File: src/rtl/keypad_pkg.sv
// -----------------------------------------------------------------------------
// keypad_pkg
// Shared definitions for the 4x4 keypad scan controller.
//   KEY_W         width of a key code (one hex digit)
//   COL_PATTERN   one-cold column strobe per column index 0..3
//   KEY_MAP       hex code of each key, indexed [col][row]
//   frame_kind_t  classification of one complete scan frame
//   decode_row()  classifies one sampled (active-low) row word
// Optional feature macro used by the files importing this package:
//   KEYPAD_REPEAT_EN (auto-repeat of a held key).
// -----------------------------------------------------------------------------
package keypad_pkg;

  localparam int KEY_W = 4;

  localparam logic [3:0] COL_PATTERN [4] = '{4'b0111, 4'b1011, 4'b1101, 4'b1110};

  localparam logic [KEY_W-1:0] KEY_MAP [4][4] = '{
    '{4'h1, 4'h4, 4'h7, 4'h0},
    '{4'h2, 4'h5, 4'h8, 4'hF},
    '{4'h3, 4'h6, 4'h9, 4'hE},
    '{4'hA, 4'hB, 4'hC, 4'hD}
  };

  typedef enum logic [1:0] {
    FR_NONE  = 2'd0,
    FR_KEY   = 2'd1,
    FR_MULTI = 2'd2
  } frame_kind_t;

  // code is kept at zero unless kind is FR_KEY so whole-struct compares
  // are meaningful.
  typedef struct packed {
    frame_kind_t      kind;
    logic [KEY_W-1:0] code;
  } frame_result_t;

  typedef struct packed {
    logic       idle;     // no row active
    logic       single;   // exactly one row active
    logic [1:0] row_idx;  // which row, valid when single
  } slot_decode_t;

  // Rows are active low; row 0 is the MSB of the word.
  function automatic slot_decode_t decode_row(input logic [3:0] r);
    slot_decode_t d;
    d = '{idle: 1'b0, single: 1'b0, row_idx: 2'd0};
    case (r)
      4'b1111: d.idle = 1'b1;
      4'b0111: begin d.single = 1'b1; d.row_idx = 2'd0; end
      4'b1011: begin d.single = 1'b1; d.row_idx = 2'd1; end
      4'b1101: begin d.single = 1'b1; d.row_idx = 2'd2; end
      4'b1110: begin d.single = 1'b1; d.row_idx = 2'd3; end
      default: ;  // several rows low: multi-key
    endcase
    return d;
  endfunction

endpackage

File: src/rtl/keypad_debounce.sv
// -----------------------------------------------------------------------------
// keypad_debounce
// Frame-level debouncer. Takes one raw frame result per scan frame and keeps
// the debounced (stable) keypad state, raising a one-cycle event strobe when
// a new key becomes stable (and, with KEYPAD_REPEAT_EN defined, on
// auto-repeat while it stays stable).
// Ports:
//   clk, rst      clock, asynchronous active-high reset
//   frame_valid   one-cycle strobe: frame_raw holds a new frame result
//   frame_raw     NONE / KEY(code) / MULTI for that frame
//   key_held      stable state is KEY
//   event_valid   one-cycle press (or repeat) event, aligned with the
//                 cycle in which the stable state is updated
//   event_code    code of the stable key (valid with event_valid)
// Macro: KEYPAD_REPEAT_EN adds REPEAT_DELAY / REPEAT_RATE (in frames).
// -----------------------------------------------------------------------------
module keypad_debounce
  import keypad_pkg::*;
#(
  parameter int DEBOUNCE_FRAMES = 3
`ifdef KEYPAD_REPEAT_EN
  ,
  parameter int REPEAT_DELAY = 500,
  parameter int REPEAT_RATE  = 100
`endif
) (
  input  logic             clk,
  input  logic             rst,
  input  logic             frame_valid,
  input  frame_result_t    frame_raw,
  output logic             key_held,
  output logic             event_valid,
  output logic [KEY_W-1:0] event_code
);

  localparam int MATCH_W = $clog2(DEBOUNCE_FRAMES + 1);
  localparam logic [MATCH_W-1:0] MATCH_MAX = MATCH_W'(DEBOUNCE_FRAMES);
  localparam frame_result_t RESULT_NONE = '{kind: FR_NONE, code: '0};

  frame_result_t      prev_reg, prev_next;
  frame_result_t      stable_reg, stable_next;
  logic [MATCH_W-1:0] match_reg, match_next;
  logic               event_reg, event_next;

`ifdef KEYPAD_REPEAT_EN
  // Frames remaining until the next repeat event.
  logic [15:0] rep_reg, rep_next;
`endif

  always_ff @(posedge clk or posedge rst) begin
    if (rst) begin
      prev_reg   <= RESULT_NONE;
      stable_reg <= RESULT_NONE;
      match_reg  <= '0;
      event_reg  <= 1'b0;
`ifdef KEYPAD_REPEAT_EN
      rep_reg    <= '0;
`endif
    end else begin
      prev_reg   <= prev_next;
      stable_reg <= stable_next;
      match_reg  <= match_next;
      event_reg  <= event_next;
`ifdef KEYPAD_REPEAT_EN
      rep_reg    <= rep_next;
`endif
    end
  end

  always_comb begin
    prev_next   = prev_reg;
    stable_next = stable_reg;
    match_next  = match_reg;
    event_next  = 1'b0;
`ifdef KEYPAD_REPEAT_EN
    rep_next    = rep_reg;
`endif
    if (frame_valid) begin
      // MULTI is remembered as the previous raw so that the first clean
      // frame after it starts a fresh run.
      prev_next = frame_raw;
      if (frame_raw.kind == FR_MULTI) begin
        match_next = '0;
      end else begin
        if (frame_raw == prev_reg) begin
          match_next = (match_reg == MATCH_MAX) ? match_reg : match_reg + MATCH_W'(1);
        end else begin
          match_next = MATCH_W'(1);
        end
        if (match_next == MATCH_MAX && frame_raw != stable_reg) begin
          stable_next = frame_raw;
          if (frame_raw.kind == FR_KEY) begin
            event_next = 1'b1;
          end
        end
      end
`ifdef KEYPAD_REPEAT_EN
      if (stable_next != stable_reg) begin
        rep_next = (stable_next.kind == FR_KEY) ? 16'(REPEAT_DELAY) : '0;
      end else if (stable_reg.kind == FR_KEY && rep_reg != '0) begin
        if (rep_reg == 16'd1) begin
          event_next = 1'b1;
          rep_next   = 16'(REPEAT_RATE);
        end else begin
          rep_next = rep_reg - 16'd1;
        end
      end
`endif
    end
  end

  assign key_held    = (stable_reg.kind == FR_KEY);
  assign event_valid = event_reg;
  // The event pulses in the same cycle stable is updated, so the stable
  // code is always the event code.
  assign event_code  = stable_reg.code;

endmodule

File: src/rtl/keypad_scan_ctrl.sv
// -----------------------------------------------------------------------------
// keypad_scan_ctrl
// Scan controller for a 4x4 keypad: drives one-cold column strobes on a
// fixed schedule, samples the synchronised rows once per column, classifies
// each frame, debounces it and presents key-press events on a valid/ready
// output register.
// Ports:
//   clk          system clock
//   rst          asynchronous active-high reset
//   row[3:0]     keypad rows, active low, asynchronous to clk
//   col[3:0]     column strobes, one-cold
//   key_code     code of the pending event (stable while key_valid)
//   key_valid    event pending
//   key_ready    consumer accepts the pending event
//   key_held     debounced "exactly one key is down"
//   key_overrun  one-cycle pulse: an event was dropped (output full)
// Macro: KEYPAD_REPEAT_EN enables auto-repeat (REPEAT_DELAY, REPEAT_RATE,
// both in frames).
// -----------------------------------------------------------------------------
module keypad_scan_ctrl
  import keypad_pkg::*;
#(
  parameter int COL_PERIOD      = 100000,
  parameter int SAMPLE_AT       = 8,
  parameter int DEBOUNCE_FRAMES = 3
`ifdef KEYPAD_REPEAT_EN
  ,
  parameter int REPEAT_DELAY = 500,
  parameter int REPEAT_RATE  = 100
`endif
) (
  input  logic             clk,
  input  logic             rst,
  input  logic [3:0]       row,
  output logic [3:0]       col,
  output logic [KEY_W-1:0] key_code,
  output logic             key_valid,
  input  logic             key_ready,
  output logic             key_held,
  output logic             key_overrun
);

  localparam int CNT_W = $clog2(COL_PERIOD);

  // ---------------- row synchroniser ----------------
  // Reset to all-ones (no key) so a freshly reset scanner sees an idle pad.
  logic [3:0] row_meta_reg, row_sync_reg;

  always_ff @(posedge clk or posedge rst) begin
    if (rst) begin
      row_meta_reg <= 4'hF;
      row_sync_reg <= 4'hF;
    end else begin
      row_meta_reg <= row;
      row_sync_reg <= row_meta_reg;
    end
  end

  // ---------------- column scanner ----------------
  logic [CNT_W-1:0] cnt_reg;
  logic [1:0]       col_idx_reg;
  logic             sample_en;
  logic             eval_reg;

  always_ff @(posedge clk or posedge rst) begin
    if (rst) begin
      cnt_reg     <= '0;
      col_idx_reg <= 2'd0;
    end else if (cnt_reg == CNT_W'(COL_PERIOD - 1)) begin
      cnt_reg     <= '0;
      col_idx_reg <= col_idx_reg + 2'd1;
    end else begin
      cnt_reg <= cnt_reg + CNT_W'(1);
    end
  end

  assign col       = COL_PATTERN[col_idx_reg];
  // SAMPLE_AT >= 3 leaves time for the 2-flop synchroniser to catch up
  // with the new column.
  assign sample_en = (cnt_reg == CNT_W'(SAMPLE_AT));

  // Frame is evaluated the cycle after the last column's sample lands.
  always_ff @(posedge clk or posedge rst) begin
    if (rst) begin
      eval_reg <= 1'b0;
    end else begin
      eval_reg <= sample_en && (col_idx_reg == 2'd3);
    end
  end

  // ---------------- per-column row slots ----------------
  logic [3:0]   slot_reg [4];
  slot_decode_t slot_dec [4];

  generate
    for (genvar gi = 0; gi < 4; gi++) begin : g_slot
      always_ff @(posedge clk or posedge rst) begin
        if (rst) begin
          slot_reg[gi] <= 4'hF;
        end else if (sample_en && col_idx_reg == 2'(gi)) begin
          slot_reg[gi] <= row_sync_reg;
        end
      end
      assign slot_dec[gi] = decode_row(slot_reg[gi]);
    end
  endgenerate

  // ---------------- frame classification ----------------
  frame_result_t frame_raw;
  logic [2:0]    n_single;
  logic          any_multi;
  logic [1:0]    key_col;
  logic [1:0]    key_row;

  always_comb begin
    n_single  = 3'd0;
    any_multi = 1'b0;
    key_col   = 2'd0;
    key_row   = 2'd0;
    for (int i = 0; i < 4; i++) begin
      if (slot_dec[i].single) begin
        n_single = n_single + 3'd1;
        key_col  = 2'(i);
        key_row  = slot_dec[i].row_idx;
      end else if (!slot_dec[i].idle) begin
        any_multi = 1'b1;
      end
    end
    frame_raw = '{kind: FR_NONE, code: '0};
    if (any_multi || n_single > 3'd1) begin
      frame_raw.kind = FR_MULTI;
    end else if (n_single == 3'd1) begin
      frame_raw.kind = FR_KEY;
      frame_raw.code = KEY_MAP[key_col][key_row];
    end
  end

  // ---------------- debounce ----------------
  logic             event_valid;
  logic [KEY_W-1:0] event_code;

  keypad_debounce #(
    .DEBOUNCE_FRAMES (DEBOUNCE_FRAMES)
`ifdef KEYPAD_REPEAT_EN
    ,
    .REPEAT_DELAY    (REPEAT_DELAY),
    .REPEAT_RATE     (REPEAT_RATE)
`endif
  ) u_debounce (
    .clk         (clk),
    .rst         (rst),
    .frame_valid (eval_reg),
    .frame_raw   (frame_raw),
    .key_held    (key_held),
    .event_valid (event_valid),
    .event_code  (event_code)
  );

  // ---------------- output register ----------------
  logic [KEY_W-1:0] key_code_reg, key_code_next;
  logic             key_valid_reg, key_valid_next;
  logic             key_overrun_reg, key_overrun_next;

  always_ff @(posedge clk or posedge rst) begin
    if (rst) begin
      key_code_reg    <= '0;
      key_valid_reg   <= 1'b0;
      key_overrun_reg <= 1'b0;
    end else begin
      key_code_reg    <= key_code_next;
      key_valid_reg   <= key_valid_next;
      key_overrun_reg <= key_overrun_next;
    end
  end

  always_comb begin
    key_code_next    = key_code_reg;
    key_valid_next   = key_valid_reg;
    key_overrun_next = 1'b0;
    if (event_valid) begin
      // A slot frees up in the same cycle it is consumed, so a new event
      // can be taken back-to-back with a handshake.
      if (!key_valid_reg || key_ready) begin
        key_valid_next = 1'b1;
        key_code_next  = event_code;
      end else begin
        key_overrun_next = 1'b1;
      end
    end else if (key_valid_reg && key_ready) begin
      key_valid_next = 1'b0;
    end
  end

  assign key_code    = key_code_reg;
  assign key_valid   = key_valid_reg;
  assign key_overrun = key_overrun_reg;

endmodule
File: config.mk
export PLATFORM = sky130hd
export DESIGN_NAME = keypad_scan_ctrl
export DESIGN_NICKNAME = d
export VERILOG_FILES = /design/src/rtl/keypad_pkg.sv /design/src/rtl/keypad_debounce.sv /design/src/rtl/keypad_scan_ctrl.sv
export SDC_FILE = /design/constraint.sdc
export NUM_CORES = 1
export LEC_CHECK = 0
export ABC_AREA = 0
export BUFFER_PORTS_ARGS = -buffer_cell sky130_fd_sc_hd__buf_4
export CAP_MARGIN = 20
export CORE_MARGIN = 2
export CORE_UTILIZATION = 60
export DETAILED_ROUTE_END_ITERATION = 8
export PLACE_DENSITY = 0.78
export SLEW_MARGIN = 20
export SYNTH_ARGS = -nofsm -noshare
export SYNTH_HDL_FRONTEND = slang
export SYNTH_SLANG_ARGS = --single-unit
export TNS_END_PERCENT = 5
File: constraint.sdc
create_clock -name clk -period 11.4 [get_ports clk]
set_input_delay 0.57 -clock clk [delete_from_list [all_inputs] [get_ports clk]]
set_output_delay 0.57 -clock clk [all_outputs]
set_load 0.02 [all_outputs]
; Yosys cells after proc, flatten, opt, wreduce, memory -nomap -nowiden
; Index checks and enable logic that the tools add are counted.
[word_totals]
reg_bits = 65
word_cells = 134
[op_classes]
muxes = 54
eq_ne = 34
n_reduce_logical = 14
order_cmp = 4
n_addsub = 6
n_bitwise = 4
[op_table]
columns = op, count
row1 = $eq A4 B4 Y1 const B, 16
row2 = $pmux W3 S4, 4
row3 = $bmux W16 S2, 1
row4 = $mux W16, 2
row5 = $mux W2, 12
row6 = $mux W1, 23
row7 = $mux W4, 5
row8 = $add A17 B1 Y17 const B, 1
row9 = $eq A17 B17 Y1 const B, 1
row10 = $eq A17 B4 Y1 const B, 1
row11 = $mux W17, 1
row12 = $bmux W4 S2, 2
row13 = $eq A4 B3 Y1 const B, 4
row14 = $eq A2 B2 Y1 const B, 5
row15 = $add A3 B1 Y3 const B, 3
row16 = $ge A3 B3 Y1 const B, 3
row17 = $mux W3, 3
row18 = $not A2 Y3, 3
row19 = $eq A2 B1 Y1 const B, 3
row20 = $eq A6 B6 Y1, 1
row21 = $logic_and A1 B1 Y1, 6
row22 = $ne A6 B6 Y1, 1
row23 = $mux W5, 1
row24 = $add A2 B1 Y2 const B, 2
row25 = other kinds (10), 12

; Depth between registers and ports, before layout
; Gate-level depths: netlist (run 1).
[depth]
word_depth = 23
ltp_mapped = 18
ltp_nobuf = 17

; Hierarchy
; From an unflattened synthesis (run 1), not the netlist that was laid out.
[unflattened]
hier_cells = 362
area_unflattened_um2 = 3743.6
[by_module_without_submodules]
columns = module, n_inst, area_each_um2, cells_each, seq_area_each_um2
row1 = keypad_scan_ctrl, 1, 2964.1, 294, 1281.2
row2 = keypad_debounce, 1, 779.5, 68, 375.4

; Least setup slack after synthesis (run 1)
; Ideal clock, no wire load.
[synth_path]
kind = reg2reg
from = register slot_reg[14] in the netlist's numbering
to = register u_debounce.stable_reg, in the netlist u_debounce.event_code[0]
path_stages_with_launch = 15
setup_ps = 125
arrival_time_ps = 4000
required_time_ps = 11275
setup_slack_ps = 7275
path_buffers = 0
cell_sequence = dfstp_2 and2_1 nand2_1 o21a_1 ha_1 a21boi_0 nor2_1 ha_1 a2111oi_1 a21boi_0 mux2_2 a21oi_1 nor4_2 nor3_4 mux2_4
[synth_via]
elab_chain_cells = 19
[synth_rtl]
columns = element, line
row1 = "start, declared", keypad_scan_ctrl.sv:92  ; logic [3:0] slot_reg [4];
row2 = "start signal, assigned by index", keypad_scan_ctrl.sv:101  ; slot_reg[gi] <= row_sync_reg;
row3 = $eq A4 B4 Y1 / $eq A4 B3 Y1 (equally long branches), keypad_pkg.sv:48  ; case (r)
row4 = $pmux W3 S4 / $mux W1 (equally long branches), keypad_pkg.sv:48
row5 = "$mux W1, or another cell as far along", keypad_scan_ctrl.sv:121  ; if (slot_dec[i].single) begin
row6 = "$add A3 B1 Y3, or another cell as far along", keypad_scan_ctrl.sv:122  ; n_single = n_single + 3'd1;
row7 = "$mux W3, or another cell as far along", keypad_scan_ctrl.sv:121
row8 = "$add A3 B1 Y3, or another cell as far along", keypad_scan_ctrl.sv:122
row9 = "$mux W3, or another cell as far along", keypad_scan_ctrl.sv:121
row10 = "$add A3 B1 Y3, or another cell as far along", keypad_scan_ctrl.sv:122
row11 = (+3 left out), -
row12 = $mux W4 / $mux W2 (equally long branches), keypad_scan_ctrl.sv:130  ; if (any_multi || n_single > 3'd1) begin
row13 = $eq A6 B6 Y1, keypad_debounce.sv:85  ; if (frame_raw == prev_reg) begin
row14 = $mux W2, keypad_debounce.sv:85
row15 = $mux W2, keypad_debounce.sv:82  ; if (frame_raw.kind == FR_MULTI) begin
row16 = $mux W2, keypad_debounce.sv:78  ; if (frame_valid) begin
row17 = $eq A2 B2 Y1, keypad_debounce.sv:90  ; if (match_next == MATCH_MAX && frame_raw != stable_reg) begin
row18 = $logic_and A1 B1 Y1, keypad_debounce.sv:90
row19 = $reduce_and A3 Y1 (no line), -
row20 = "end signal, assigned", keypad_debounce.sv:61  ; stable_reg <= stable_next;
row21 = "end, declared", keypad_debounce.sv:41  ; frame_result_t stable_reg, stable_next;
; Parallel ways exist; a longest one is shown, timed or not. The select of a mux whose other input is x is not followed.
; A chain may end at the register's enable or synchronous reset.

; Worst setup path after layout (run 1)
; Same ends and word-level chain as after synthesis.

==> results.toml, run 1 <==
[run_status]
status = "finished with violations"
failed_checks = "design-rule violations"

[power_and_ir_drop]
power.density_nw_per_um2 = 111.4
ir_drop_mv = 0.08280
power_mw = 0.4680
p_leak_nw = 1.883

[global_routing]
grt_pass1_vias = 2524
grt_antenna_before_repair = 0
grt_pass1_wl_mm = 12.05
grt_usage = 0.2124
grt_max_degree = 66
overflow = 0

[route]
first_iter_violations = 184
dr_total_vias = 2687
drt-vias-per-instance = 5.803
wirelength_mm = 7.027
first_pass_iters = 6
postRouteAntennaNets = 0
post_drt_wl_per_cell_um = 15.18
drcViolationCount = 1

[clock_network]
cts_max_path_buffers = 2
cts.clk_slew.worst_paths_ns = 0.07
cts-hold-fix-buffers = 0
cts_setup_buffers = 0
cts_tree = "built"
clock-sinks = 65
htree_levels = 3
cts-resized-gates = 0
numCtsBuffers = 9
cts-root-buf = "clkbuf_8"
clock_latency_ns = 0.34

[yosys]
avgSynthCellArea_um2 = 10.51
yosysSeqAreaShare = 0.4320
netlist_instances = 365
synth-edff-count = 0
synth_cell_type_count = 66
synth_nets = 388
synthFlopType = "dfrtp_1"
yosysWarnings = 0
async_flop_share = 1.000
ys_seq_elements = 65
synth_area_um2 = 3835

[die]
rows = 29
fp.dieW_um = 83.95
die_area_um2 = 7047
coreArea_um2 = 6277
initial_core_util = 0.6109
boundaryPins = 18
die_y_um = 83.95

[final_layout]
antenna_cells = 0
layout_commonest_cell = "dfrtp_1"
drive_gt1_frac = 0.2772
largest_reg_flops = 17
final_cell_mix = "dfrtp_1, nand2_1, mux2_2"
area_growth_pct = 9.560
final_nets = 404

[worst_hold_path]
hp-class = "input port to flop"

[worst_setup_path]
worst_ep_required_time_ns = 11.63
end_kind = "flop"
slowest_delay_ns = 0.63
startpoint_type = "flop"
crit_family = "compound AO/OA/AOI/OAI gates"
crit_buf_inv = 0
crit_path_top_delay_cell = "a2111oi_1"
worstPathMaxFanout = 7
path_cells = "and2_1, nand2_1, o21a_1, ha_1, a21boi_0, nor2_1, ha_1, a2111oi_1, a21boi_0, mux2_2, a21oi_1, nor4_2, nor3_4, mux2_4"
path_class = "flop to flop"
crit_arrival_ns = 4.88

[place]
dp_hpwl_mm = 5.083
finalWeightedCongestion = 0.8435
io_buffers = 17

[timing]
drv_slew = 0
period_minus_slack_ns = 4.649
hold_viol_final = 0
rsz0062_at_grt = "false"
worst_pin_slew_ns = 0.9020
finalCritPeriodShare = 0.4078
setup_violations = 0
fmax_ghz = 0.2151
final.setup_skew_ns = 0.007600
relSlewSlack = 0.3931
setup_tns_ns = 0

[flow_run]
maxCapViolCount = 0
==> area by class of cell <==
type,instances,area [um2]
Multi-Input combinational cell,264,2006
Tap cell,77,96.34
Clock inverter,7,93.84
Sequential cell,65,1657
Clock buffer,9,123.9
Timing Repair Buffer,19,142.6
Fill cell,482,2076
Inverter,22,82.58
==> cells by family after synthesis <==
family,synth area share
buf+inv,0.04502
flops,0.4320
mux,0.09592
xor+xnor,0.07928
fa+ha+maj,0.05742
simple gates,0.1671
compound gates,0.1233
==> cell usage after synthesis (all sizes together) (3+ instances only) <==
| master | instances | area share |
|---|---|---|
| dfstp | 24 | 0.16 |
| o21a | 4 | 0.0078 |
| a21boi | 7 | 0.014 |
| nor4 | 7 | 0.015 |
| clkbuf | 3 | 0.0029 |
| o21ai | 16 | 0.021 |
| mux2 | 31 | 0.096 |
| and3 | 11 | 0.018 |
| nand2 | 26 | 0.025 |
| nor3 | 12 | 0.020 |
| ha | 16 | 0.052 |
| or3 | 5 | 0.0082 |
| o22ai | 5 | 0.0098 |
| o22a | 3 | 0.0069 |
| a31oi | 4 | 0.010 |
| buf | 11 | 0.021 |
| dfrtp | 41 | 0.27 |
| xnor2 | 17 | 0.043 |
| and4 | 3 | 0.0069 |
| xor2 | 16 | 0.037 |
| a21oi | 9 | 0.013 |
| nor2 | 20 | 0.022 |
| o211ai | 4 | 0.0091 |
| nand4 | 3 | 0.0049 |
| nand3 | 13 | 0.017 |
| and2 | 7 | 0.012 |
| inv | 22 | 0.022 |
==> worst paths after layout <==
path / endpoint / slack (ns) / cells after the start / from
max: u_debounce.event_code[0] / 6.75 / 14 / slot_reg[14]
min: row_meta_reg[2] / 0.33 / 1 / row[2]
max reg2reg: u_debounce.event_code[0] / 6.75 / 14 / slot_reg[14]
min reg2reg: row_sync_reg[2] / 0.36 / 0 / row_meta_reg[2]
max in group asynchronous: col_idx_reg[0] / 10.45 / 3 / rst
min in group asynchronous: key_code[2] / 0.45 / 3 / rst
==> per-layer routing <==
| layer | global-route usage | routed length, um | up-vias |
|---|---|---|---|
| li1 | - | - | 1324 |
| met3 | 0.04550 | 323 | 13 |
| met1 | 0.2885 | 3167 | 1281 |
| met4 | 0.06745 | 97 | 0 |
| met5 | 0 | 0 | - |
| met2 | 0.3418 | 3438 | 69 |
==> worst reg2reg max path, delay by kind of cell, from the launching register on <==
| family | cells | cell delay [ns] |
|---|---|---|
| AND/OR/NAND/NOR | 5 | 0.89 |
| flip-flops | 1 | 0.58 |
| adder cells (fa/ha/maj) | 2 | 0.63 |
| multiplexers | 2 | 0.73 |
| AO/OA/AOI/OAI | 5 | 1.71 |
==> metrics by stage <==
step	std cells	util	cell area, um2	worst slack, ns	hold WS [ns]
floorplan	365	-	3835	7.275	0.3452
global placement	447	0.6346	3984	7.020	0.3456
detailed placement	447	0.6346	3984	6.839	0.3469
CTS	463	0.6693	4202	6.766	0.3218
global route	463	0.6693	4202	6.462	0.3190
finish	463	0.6693	4202	6.751	0.3344
==> power by group <==
group | internal [mW] | switching [mW] | total (mW)
registers | 0.235 | 0.00242 | 0.237
logic | 0.00677 | 0.00999 | 0.0168
clock network | 0.123 | 0.0911 | 0.214
Note: power is estimated with default switching activity, not from simulation.
==> inputs of run 2 (changes only) <==
==> constraint.sdc (replaced) <==
create_clock -name clk -period 4.3 [get_ports clk]
set_input_delay 0.215 -clock clk [delete_from_list [all_inputs] [get_ports clk]]
set_output_delay 0.215 -clock clk [all_outputs]
set_load 0.02 [all_outputs]
==> results.toml, run 2 (synthesis gave the netlist of run 1 again) <==
[final_layout]
finalInstanceArea_um2 = 4332
antenna_cells = 0
fillers = 487
layout_commonest_cell = "dfrtp_1"
area_growth_pct = 12.95
final_nets = 413
drive_gt1_frac = 0.3089
final_cell_mix = "dfrtp_1, nand2_1, mux2_2"
largest_reg_flops = 17

[route]
dr_total_vias = 2781
wirelength_mm = 7.163
first_iter_violations = 151
first_pass_iters = 4
post_drt_wl_per_cell_um = 15.18
drt-vias-per-instance = 5.892
postRouteAntennaNets = 0
drcViolationCount = 0

[die]
boundaryPins = 18
die_area_um2 = 7047
fp.dieW_um = 83.95
rows = 29
die_y_um = 83.95
coreArea_um2 = 6277
initial_core_util = 0.6109

[power_and_ir_drop]
ir_drop_mv = 0.2476
swShare = 0.2247
net-switching-power_mw = 0.2832
power_mw = 1.260
intPower_mw = 0.9771
power.density_nw_per_um2 = 291.0
p_comb_frac = 0.041
p_clk_frac = 0.460
p_seq_frac = 0.499
p_leak_nw = 1.941

[worst_setup_path]
crit_buf_inv = 3
path_class = "flop to flop"
reg2reg_slack_ns = 0.21
worstSetupStartpoint = "slot_reg[14]"
reg2reg_to = "u_debounce.event_code[0]"
r2r-start = "slot_reg[14]"
crit_end = "u_debounce.event_code[0]"
crit_path_top_delay_cell = "dfstp_2"
path_depth = 18
end_kind = "flop"
crit_family = "compound AO/OA/AOI/OAI gates"
worstPathMaxFanout = 5
r2r_cells = 18
worst_ep_required_time_ns = 4.53
slowest_delay_ns = 0.58
crit_arrival_ns = 4.31
startpoint_type = "flop"
path_cells = "xnor2_1, nand2_1, o211ai_1, o21a_1, inv_1, ha_1, nor3_2, nor2_1, ha_1, a2111oi_2, buf_4, nand3_1, a2111oi_1, a21oi_2, nor4_2, nor3_4, buf_4, mux2_4"

[clock_network]
clock_latency_ns = 0.34
clock-sinks = 65
numCtsBuffers = 9
cts.clk_slew.worst_paths_ns = 0.08
cts-root-buf = "clkbuf_8"
htree_levels = 3
cts_max_path_buffers = 2
cts_tree = "built"

[place]
placed_area_um2 = 3999
io_buffers = 17
post-place-ws_ns = -0.02454
finalWeightedCongestion = 0.8088
dp_hpwl_mm = 5.152

[timing]
finalCritPeriodShare = 0.9501
worst_pin_slew_ns = 0.9131
relSlewSlack = 0.3856
holdWs_ns = 0.1113
fmax_ghz = 0.2448
setup_violations = 0
period_minus_slack_ns = 4.085
final.setup_skew_ns = 0.01172
hold_viol_final = 0
drv_slew = 0
setup_slack_ns = 0.2147

[flow_run]
maxCapViolCount = 0

[global_routing]
grt_usage = 0.2132
grt_pass1_vias = 2717
grt_pass1_wl_mm = 12.16
grt_max_degree = 66
overflow = 0
grt_antenna_before_repair = 0

[worst_hold_path]
hp-class = "input port to async pin"

[run_status]
status = "complete, no violations"
-- run 2: changes by cell type in the layout (fill, tap and decap cells not counted), sizes merged --
cell	delta
buf	+5
dlygate4sd3	+4
inv	+2
clkinv	-1
clkinvlp	-1
-- run 2: how the worst min path moves through the flow --
| stage | start | cells after the start | slack, ns | endpoint |
|---|---|---|---|---|
| 2_1_floorplan | row[0] | 0 | 0.22 | row_meta_reg[0] |
| 3_3_place_gp | row[0] | 1 | 0.32 | row_meta_reg[0] |
| 3_5_place_dp | row[1] | 1 | 0.32 | row_meta_reg[1] |
| 4_1_cts | rst | 3 | 0.13 | u_debounce.match_reg[0] |
| 5_1_grt | key_ready | 3 | 0.15 | key_overrun |
| 6_report | rst | 3 | 0.11 | key_code[2] |
-- run 2: per-layer routing --
metal | track usage | share of wire
met2 | 0.3440 | 0.49
met4 | 0.07478 | 0.017
met3 | 0.04451 | 0.032
met5 | 0 | 0
met1 | 0.2868 | 0.46
-- run 2: power by group through the flow --
stage / clock [mW] / sequential [mW] / combinational (mW)
2_1_floorplan: 0 / 0.636 / 0.0342
3_3_place_gp: 0 / 0.639 / 0.0449
3_5_place_dp: 0 / 0.640 / 0.0468
4_1_cts: 0.592 / 0.629 / 0.0499
5_1_grt: 0.619 / 0.630 / 0.0581
6_report: 0.580 / 0.629 / 0.0520
-- run 2: cell type report --
class	instances	area (um2)	share of cell area
Timing Repair Buffer	28	220.2	0.05084
Sequential cell	65	1657	0.3824
Clock inverter	7	100.1	0.02311
Inverter	22	82.58	0.01906
Clock buffer	9	123.9	0.02860
Multi-Input combinational cell	264	2052	0.4737
Tap cell	77	96.34	0.02224
-- run 2: worst reg2reg max path, delay by kind of cell (launching register included) --
kind,cells,cell delay [ns]
adder cells (fa/ha/maj),2,0.55
XOR/XNOR,1,0.14
buffers and inverters,3,0.42
multiplexers,1,0.29
flip-flops,1,0.58
AO/OA/AOI/OAI,5,1.03
AND/OR/NAND/NOR,6,0.96
-- run 2: per-stage QoR --
step                  util  TNS (ns)  cells
finish              0.6901         0    472
global route        0.6901  -0.06504    472
CTS                 0.6791         0    469
detailed placement  0.6370   -0.1073    449
global placement    0.6370         0    449
floorplan                -         0    365
-- run 2: what timing repair did --
item | CTS | global route
hold endpoints to repair | 4 | 0
hold buffers | 4 | 0
pin swaps | 1 | 3
gates resized for setup | 0 | 14
setup buffers | 0 | 3
setup endpoints to repair | 5 | 7
==> inputs of run 3 (changes only) <==
--- a/config.mk
+++ b/config.mk
@@ -9,9 +9,9 @@
 export BUFFER_PORTS_ARGS = -buffer_cell sky130_fd_sc_hd__buf_4
 export CAP_MARGIN = 20
 export CORE_MARGIN = 2
-export CORE_UTILIZATION = 60
+export CORE_UTILIZATION = 50
 export DETAILED_ROUTE_END_ITERATION = 8
-export PLACE_DENSITY = 0.78
+export PLACE_DENSITY = 0.67
 export SLEW_MARGIN = 20
 export SYNTH_ARGS = -nofsm -noshare
 export SYNTH_HDL_FRONTEND = slang
==> results.toml, run 3 (synthesis gave the netlist of run 1 again) <==
[clock_network]
clock_latency_ns = 0.35
cts-root-buf = "clkbuf_8"
numCtsBuffers = 9
clock-sinks = 65
cts_tree = "built"
cts.clk_slew.worst_paths_ns = 0.08
cts_max_path_buffers = 2
htree_levels = 3

[final_layout]
final_cells = 496
final_nets = 415
antenna_cells = 0
final_cell_mix = "dfrtp_1, nand2_1, mux2_2, buf_4, dfstp_2"
drive_gt1_frac = 0.3098
layout_commonest_cell = "dfrtp_1"
largest_reg_flops = 17
area_growth_pct = 13.31
fillers = 613

[worst_setup_path]
worst_ep_required_time_ns = 4.54
r2r_cells = 16
critPathMostFrequentCell = "buf_4"
startpoint_type = "flop"
crit_family = "simple AND/OR/NAND/NOR gates"
crit_buf_inv = 2
path_depth = 16
path_cells = "and2_1, nand2_1, o21a_1, ha_2, a21boi_2, nor2_1, ha_1, a2111oi_2, buf_4, and3_2, o31a_4, xor2_1, nor4_2, nor3_4, buf_4, mux2_4"
worstPathMaxFanout = 6
crit_path_top_delay_cell = "dfstp_2"
crit_arrival_ns = 4.27
r2r-start = "slot_reg[14]"
worstSetupStartpoint = "slot_reg[14]"
end_kind = "flop"
path_class = "flop to flop"
slowest_delay_ns = 0.58

[power_and_ir_drop]
ir_drop_mv = 0.2088
p_leak_nw = 1.943
power.density_nw_per_um2 = 278.7

[die]
rows = 31
boundaryPins = 18
die_area_um2 = 8386
coreArea_um2 = 7331
initial_core_util = 0.5231
die_y_um = 91.58
fp.dieW_um = 91.58

[timing]
worst_pin_slew_ns = 0.9004
fmax_ghz = 0.2479
final.setup_skew_ns = 0.01676
setup_violations = 0
hold_viol_final = 0
period_minus_slack_ns = 4.034
drv_slew = 0
relSlewSlack = 0.3942
holdWs_ns = 0.1023
finalCritPeriodShare = 0.9381
rsz0062_at_grt = "false"

[global_routing]
grt_pass1_wl_mm = 12.74
grt_max_degree = 66
grt_antenna_before_repair = 0
grt_usage = 0.1920
overflow = 0
grt_pass1_vias = 2668

[route]
drcViolationCount = 0
postRouteAntennaNets = 0
post_drt_wl_per_cell_um = 14.81
drt-vias-per-instance = 5.544
first_pass_iters = 4
dr_total_vias = 2750
wirelength_mm = 7.345
first_iter_violations = 170

[place]
dp_hpwl_mm = 5.307
placed_cells = 473
io_buffers = 17
finalWeightedCongestion = 0.9049

[worst_hold_path]
hp-class = "input port to async pin"

[run_status]
status = "complete, no violations"

[flow_run]
maxCapViolCount = 0
## run 3: power by group
part / switching (mW) / internal (mW) / total [mW] / leakage (nW)
clock network: 0.247 / 0.285 / 0.532 / 0.107
registers: 0.00636 / 0.622 / 0.629 / 0.808
logic: 0.0287 / 0.0215 / 0.0502 / 1.03
total: 0.282 / 0.929 / 1.21 / 1.94
## run 3: per-stage QoR
stage	setup TNS (ns)	utilization	total power, mW	setup slack [ns]	instance area, um2
after floorplan	0	-	0.6703	0.1754	3835
after global placement	0	0.5513	0.6850	0.08677	4041
after detailed placement	-0.3210	0.5513	0.6862	-0.07126	4041
after CTS	0	0.5876	1.222	0.06086	4308
after global routing	0	0.5928	1.263	0.0005911	4345
final	0	0.5928	1.211	0.2660	4345
## run 3: tightest hold or removal path, stage by stage
cell and delay (ns):
buf_4 0.11, inv_2 0.03, buf_4 0.62
## run 3: final cells by class
type,instances,area (um2),share of cell area
multi-input cells,264,2043,0.4702
clock inverters,6,66.31,0.01526
inverters,22,82.58,0.01900
clock buffers,10,137.6,0.03167
flip-flops and latches,65,1657,0.3812
well taps,99,123.9,0.02851
repair buffers,30,235.2,0.05413
## run 3: what timing repair did
item	CTS	global route
endpoints found under the hold margin	4	0
resized for setup	1	11
hold buffers	4	0
pin swaps	1	2
setup buffers	3	0
endpoints found under the setup margin	5	8
## run 3: final timing paths
kind	endpoint	slack [ns]
setup / recovery	u_debounce.event_code[3]	0.27
setup reg to reg	u_debounce.event_code[3]	0.27
hold / removal	key_code[1]	0.10
min in group clk	key_overrun	0.14
max in group asynchronous	cnt_reg[16]	3.68
hold reg to reg	row_sync_reg[0]	0.36
## run 3: metal layers
metal / GRT usage / up-vias / routed length (um)
li1: - / 1348 / -
met1: 0.2535 / 1338 / 3482
met2: 0.3015 / 55 / 3449
met3: 0.03651 / 9 / 299
met4: 0.09596 / 0 / 112
met5: 0 / - / 0
